===== src/rtl/mac_operand_fetch_pkg.sv =====
// Shared constants for the MAC operand fetch unit.
// FSM encodings are kept as plain 2-bit localparams for the MAC control side.
package mac_operand_fetch_pkg;

  localparam int DATA_W_DEF = 8;
  localparam int ADDR_W_DEF = 4;

  localparam logic [1:0] ST_IDLE  = 2'd0;
  localparam logic [1:0] ST_FETCH = 2'd1;
  localparam logic [1:0] ST_DRAIN = 2'd2;
  localparam logic [1:0] ST_DONE  = 2'd3;

endpackage


===== src/rtl/mac_operand_fetch_skid_fifo.sv =====
// Two-entry FIFO buffering operand pairs between memory read and consumer.
// Push and pop may coincide; illegal push (full) or pop (empty) is dropped.
module mac_skid_fifo #(
  parameter int W = 16
) (
  input  logic         clk,
  input  logic         rst,
  input  logic         push,
  input  logic [W-1:0] push_data,
  input  logic         pop,
  output logic [1:0]   count,
  output logic [W-1:0] head
);

  logic [W-1:0] mem_q [2];
  logic [W-1:0] mem_d [2];
  logic         wr_ptr_q, wr_ptr_d;
  logic         rd_ptr_q, rd_ptr_d;
  logic [1:0]   cnt_q, cnt_d;
  logic         pop_ok, push_ok;

  always_comb begin
    pop_ok   = pop && (cnt_q != 2'd0);
    push_ok  = push && ((cnt_q != 2'd2) || pop_ok);
    mem_d    = mem_q;
    wr_ptr_d = wr_ptr_q;
    rd_ptr_d = rd_ptr_q;
    if (push_ok) begin
      mem_d[wr_ptr_q] = push_data;
      wr_ptr_d        = ~wr_ptr_q;
    end
    if (pop_ok) begin
      rd_ptr_d = ~rd_ptr_q;
    end
    cnt_d = cnt_q + {1'b0, push_ok} - {1'b0, pop_ok};
  end

  always_ff @(posedge clk) begin
    if (rst) begin
      mem_q[0] <= '0;
      mem_q[1] <= '0;
      wr_ptr_q <= 1'b0;
      rd_ptr_q <= 1'b0;
      cnt_q    <= 2'd0;
    end else begin
      mem_q    <= mem_d;
      wr_ptr_q <= wr_ptr_d;
      rd_ptr_q <= rd_ptr_d;
      cnt_q    <= cnt_d;
    end
  end

  assign count = cnt_q;
  assign head  = mem_q[rd_ptr_q];

endmodule


===== src/rtl/mac_operand_fetch.sv =====
// Operand feeder for the MAC: reads len (a,b) pairs from two operand
// memories and streams them out over valid/ready with a last flag.
module mac_operand_fetch
  import mac_operand_fetch_pkg::*;
#(
  parameter int DATA_W = DATA_W_DEF,
  parameter int ADDR_W = ADDR_W_DEF
) (
  input  logic              clk,
  input  logic              rst,
  input  logic              start,
  input  logic [ADDR_W:0]   len,
  output logic              mem_rd_en,
  output logic [ADDR_W-1:0] mem_addr,
  input  logic [DATA_W-1:0] mem_a_rdata,
  input  logic [DATA_W-1:0] mem_b_rdata,
  output logic [DATA_W-1:0] op_a,
  output logic [DATA_W-1:0] op_b,
  output logic              op_valid,
  input  logic              op_ready,
  output logic              op_last,
  output logic              busy,
  output logic              done,
  output logic              err_len
);

  logic [1:0]          state_q, state_d;
  logic [ADDR_W:0]     len_q, len_d;
  logic [ADDR_W:0]     issue_q, issue_d;
  logic [ADDR_W:0]     deliver_q, deliver_d;
  logic                rd_pend_q, rd_pend_d;
  logic                err_q, err_d;

  logic [1:0]          fifo_cnt;
  logic [2*DATA_W-1:0] fifo_head;
  logic                head_valid;
  logic                pop;
  logic                rd_en;
  logic [2:0]          credit;
  logic [ADDR_W:0]     last_idx;

  assign head_valid = (fifo_cnt != 2'd0);
  assign pop        = head_valid && op_ready;
  assign last_idx   = len_q - 1'b1;

  // Reads in flight plus buffered pairs never exceed the two FIFO slots.
  assign credit = {1'b0, fifo_cnt} + {2'b0, rd_pend_q} - {2'b0, pop};
  assign rd_en  = (state_q == ST_FETCH) && (issue_q < len_q) &&
                  (credit < 3'd2);

  always_comb begin
    state_d   = state_q;
    len_d     = len_q;
    issue_d   = issue_q;
    deliver_d = deliver_q;
    rd_pend_d = rd_en;
    err_d     = 1'b0;
    if (rd_en) begin
      issue_d = issue_q + 1'b1;
    end
    if (pop) begin
      deliver_d = deliver_q + 1'b1;
    end
    unique case (state_q)
      ST_IDLE: begin
        if (start) begin
          if (len != '0) begin
            state_d   = ST_FETCH;
            len_d     = len;
            issue_d   = '0;
            deliver_d = '0;
          end else begin
            err_d = 1'b1;
          end
        end
      end
      ST_FETCH: begin
        if (issue_q == len_q) begin
          state_d = ST_DRAIN;
        end
      end
      ST_DRAIN: begin
        if (pop && (deliver_q == last_idx)) begin
          state_d = ST_DONE;
        end
      end
      ST_DONE: begin
        state_d = ST_IDLE;
      end
      default: begin
        state_d = ST_IDLE;
      end
    endcase
  end

  always_ff @(posedge clk) begin
    if (rst) begin
      state_q   <= ST_IDLE;
      len_q     <= '0;
      issue_q   <= '0;
      deliver_q <= '0;
      rd_pend_q <= 1'b0;
      err_q     <= 1'b0;
    end else begin
      state_q   <= state_d;
      len_q     <= len_d;
      issue_q   <= issue_d;
      deliver_q <= deliver_d;
      rd_pend_q <= rd_pend_d;
      err_q     <= err_d;
    end
  end

  mac_skid_fifo #(
    .W(2*DATA_W)
  ) u_fifo (
    .clk      (clk),
    .rst      (rst),
    .push     (rd_pend_q),
    .push_data({mem_a_rdata, mem_b_rdata}),
    .pop      (pop),
    .count    (fifo_cnt),
    .head     (fifo_head)
  );

  assign mem_rd_en = rd_en;
  assign mem_addr  = rd_en ? issue_q[ADDR_W-1:0] : '0;
  assign op_valid  = head_valid;
  assign op_a      = head_valid ? fifo_head[2*DATA_W-1:DATA_W] : '0;
  assign op_b      = head_valid ? fifo_head[DATA_W-1:0] : '0;
  assign op_last   = head_valid && (deliver_q == last_idx);
  assign busy      = (state_q == ST_FETCH) || (state_q == ST_DRAIN);
  assign done      = (state_q == ST_DONE);
  assign err_len   = err_q;

endmodule


===== config.mk =====
export PLATFORM = sky130hd
export DESIGN_NAME = mac_operand_fetch
export DESIGN_NICKNAME = d
export VERILOG_FILES = /design/src/rtl/mac_operand_fetch_pkg.sv /design/src/rtl/mac_operand_fetch_skid_fifo.sv /design/src/rtl/mac_operand_fetch.sv
export SDC_FILE = /design/constraint.sdc
export NUM_CORES = 1
export LEC_CHECK = 0
export ABC_CLOCK_PERIOD_IN_PS = 4450
export CORE_MARGIN = 3
export CORE_UTILIZATION = 45
export DETAILED_ROUTE_END_ITERATION = 10
export PLACE_DENSITY = 0.73
export SLEW_MARGIN = 10
export SYNTH_ARGS = -nofsm -noshare
export SYNTH_HDL_FRONTEND = slang
export SYNTH_SLANG_ARGS = --single-unit

===== constraint.sdc =====
create_clock -name clk -period 4.45 [get_ports clk]
set_input_delay 1.335 -clock clk [delete_from_list [all_inputs] [get_ports clk]]
set_output_delay 1.335 -clock clk [all_outputs]
set_load 0.05 [all_outputs]

==> flow_summary_export.csv <==
group,metric,value,unit
floorplan,core,0.00571,mm²
cts,clock_latency,0.31,ns
worst_setup_path,cp.required,3.12,ns
global_route,grt_util_all_layers,17.5,%
hold_path,whs_path_depth,2,
placed_design,io_buffers,50,
layout,layout_commonest_cell,"dfxtp_1",
synthesis,synth_nets,362,
synthesis,synthArstFlopShare,0,%
sta,setup_tns,0,ns
global_route,grt_first_pass_wirelength,10200,µm
sta,min_period,4.39,ns
floorplan,die_h,84.1,µm
sta,clock_skew,0.00499,ns
sta,tightestPinTransition,1.21,ns
synthesis,synth_compound_area_share,10.2,%
global_route,grt_start_max_net_pins,46,
detailed_routing,routedWlPerCell,13.3,µm
global_route,overflow,0,
worst_setup_path,r2r_cells,13,
power,max-vdd-ir-drop,270,µV
cts,numCtsBuffers,5,
worst_setup_path,setup.worst_path.class,"input port to output port",
synthesis,synth_xor_area_share,4.46,%
power,cellPowerDensity,469,mW/mm²
hold_path,holdPathEnd,"u_fifo.mem_q[29]",
synthesis,synth-simple-area-share,20.4,%
synthesis,yosysTopAreaCellShare,40.1,%
detailed_routing,drc_errors,0,
global_route,grt_pass1_vias,2238,
synthesis,avgSynthCellArea,8.56,µm²
detailed_routing,vias,2288,
worst_setup_path,reg2reg_slack,1.62,ns
detailed_routing,first_iter_violations,30,
layout,antennaDiodeCount,0,
detailed_routing,drtPass1Iterations,4,
cts,postCtsHoldBufs,0,
detailed_routing,wirelength,6010,µm
synthesis,synth.mux.area_fraction,12.8,%
worst_setup_path,regToRegEndpoint,"issue_q[4]",
sta,maxSlewViolCount,0,
sta,setup_viol,0,
cts,cts_sinks,55,
cts,clk_pin_slew,0.10,ns
synthesis,netlist_area,0.00275,mm²
placed_design,gp_congestion,0.789,
synthesis,synthCells,321,
synthesis,synth_top_family_by_area,"simple AND/OR/NAND/NOR gates",
sta,period_share,98.6,%
placed_design,dpl.hpwl,4160,µm
worst_setup_path,critPathCaptureType,"output port",
sta,max_freq,228,MHz
synthesis,seq_area_frac_synth,40.1,%
synthesis,post-synth-top-area-cell,"dfxtp_1",
layout,final_cell_mix,"dfxtp_1, nor2_1, clkdlybuf4s50_1",
synthesis,synth_area_leaders,"dfxtp_1, mux2i_1, ha_1",
floorplan,start_util,48.1,%
synthesis,synthAdderAreaFrac,7.56,%
synthesis,synth_seq_cells,55,
cts,cts_max_level,2,
cts,cts_tree,"yes",
floorplan,rows,27,
hold_path,hold_class,"register to register",
worst_setup_path,cp-start-kind,"input port",
sta,hold_viol_final,0,
worst_setup_path,crit_path_start,"op_ready",
synthesis,yosysWarningCount,0,
hold_path,min_from,"u_fifo.mem_q[29]",
cts,root_buffer,"clkbuf_8",
floorplan,die_w,84.1,µm
run,cap_violations,0,
layout,final_util,62.9,%
worst_setup_path,critPathArrivalTime,3.05,ns
worst_setup_path,r2r-start,"u_fifo.count[1]",
floorplan,design.die.area,0.00708,mm²
synthesis,synth_edf_count,0,
layout,syn_to_final_growth,30.8,%
status,status,"completed",
sta,slew_headroom,19.2,%
worst_setup_path,critical_path.max_fanout,3,
layout,finalNetCount,419,
synthesis,synthFlopType,"dfxtp_1",
cts,clockBufferDepth,2,
layout,fillers,506,
synthesis,synthDistinctLibCells,43,
floorplan,ios,51,
detailed_routing,drt.antenna.violating_nets,0,
detailed_routing,via_per_inst,5.07,
power,power_leakage,1.46,nW
layout,drive_gt1_share,12.7,%
global_route,antenna_found_initial,0,
-- kinds of logic after synthesis --
group,after synthesis
flip-flops,55
XOR/XNOR,14
AND/OR/NAND/NOR,125
buffers and inverters,31
AO/OA/AOI/OAI,45
multiplexers,35
adder cells (fa/ha/maj),16
-- sequential cells by signal, summed over array words and instances (netlist names) --
| register | cells |
|---|---|
| u_fifo.mem_q | 32 |
| deliver_q | 5 |
| issue_q | 5 |
| len_q | 5 |
| state_q | 2 |
| u_fifo.count | 2 |
| err_len | 1 |
| rd_pend_q | 1 |
| u_fifo.rd_ptr_q | 1 |
| u_fifo.wr_ptr_q | 1 |
-- cells in the mapped netlist (2+ instances only) --
master,count
dfxtp_1,55
nor2_1,47
nand2_1,45
mux2i_1,35
a21oi_1,25
ha_1,15
inv_1,15
clkbuf_1,11
nand3_1,9
xnor2_1,9
xor2_1,5
o21ai_0,4
and3_1,3
buf_2,3
nand4_1,3
nor3_1,3
o21a_1,3
o31ai_1,3
nor2b_1,2
o211ai_1,2
or4_1,2
-- report_power, final --
part / switching, mW / internal [mW] / leakage [nW]
clock: 0.168 / 0.111 / 0.0483
combinational: 0.458 / 0.356 / 0.965
sequential: 0.0464 / 0.545 / 0.445
total: 0.673 / 1.01 / 1.46
-- how the worst max path moves through the flow --
stage	cells after the start	slack, ns	endpoint
global placement	11	-0.39	mem_addr[0]
global route	12	-0.006	mem_addr[0]
CTS	11	0.0007	mem_addr[0]
detailed placement	11	-0.43	mem_addr[0]
finish	11	0.06	mem_addr[0]
floorplan	9	-0.03	mem_addr[0]
-- worst max-delay path, cell delays in order --
cell	delay, ns
buf_6	0.10
nand2_4	0.07
clkinv_4	0.05
ha_4	0.22
inv_4	0.06
nand2_4	0.04
fa_2	0.53
nand4b_1	0.11
buf_4	0.17
nor3_4	0.19
buf_12	0.16
-- cell type report --
class / instances / area (µm²) / share of cell area (%)
Clock buffer: 5 / 68.8 / 1.92
Clock inverter: 3 / 18.8 / 0.522
Inverter: 16 / 67.6 / 1.88
Multi-Input combinational cell: 235 / 1580 / 44.0
Sequential cell: 55 / 1100 / 30.6
Tap cell: 72 / 90.1 / 2.51
Timing Repair Buffer: 65 / 664 / 18.5
-- per-stage QoR --
step / setup slack (ns) / cells / power, mW / cell area (µm²) / hold slack, ns
4_1_cts: 0.000717 / 447 / 1.65 / 3540 / 0.461
6_report: 0.0637 / 451 / 1.69 / 3590 / 0.461
3_3_place_gp: -0.386 / 437 / 1.33 / 3440 / 0.441
3_5_place_dp: -0.429 / 437 / 1.35 / 3440 / 0.446
2_1_floorplan: -0.0267 / 321 / 1.12 / 2800 / 0.436
5_1_grt: -0.00578 / 451 / 1.80 / 3590 / 0.475
-- layer usage --
| layer | part of all wire [%] | wire length [µm] | GRT usage [%] |
|---|---|---|---|
| met5 | 0 | 0 | 0 |
| met4 | 0.92 | 55 | 3.95 |
| met3 | 4.1 | 244 | 5.40 |
| met2 | 49 | 2930 | 30.5 |
| met1 | 46 | 2780 | 21.2 |
-- timing repair --
item / CTS / global route
cloned: 0 / 0
endpoints found under the setup margin: 5 / 5
pin swaps: 5 / 2
resized for setup: 5 / 6
setup buffers: 2 / 4
No activity file was read; power rests on OpenSTA's default activity.
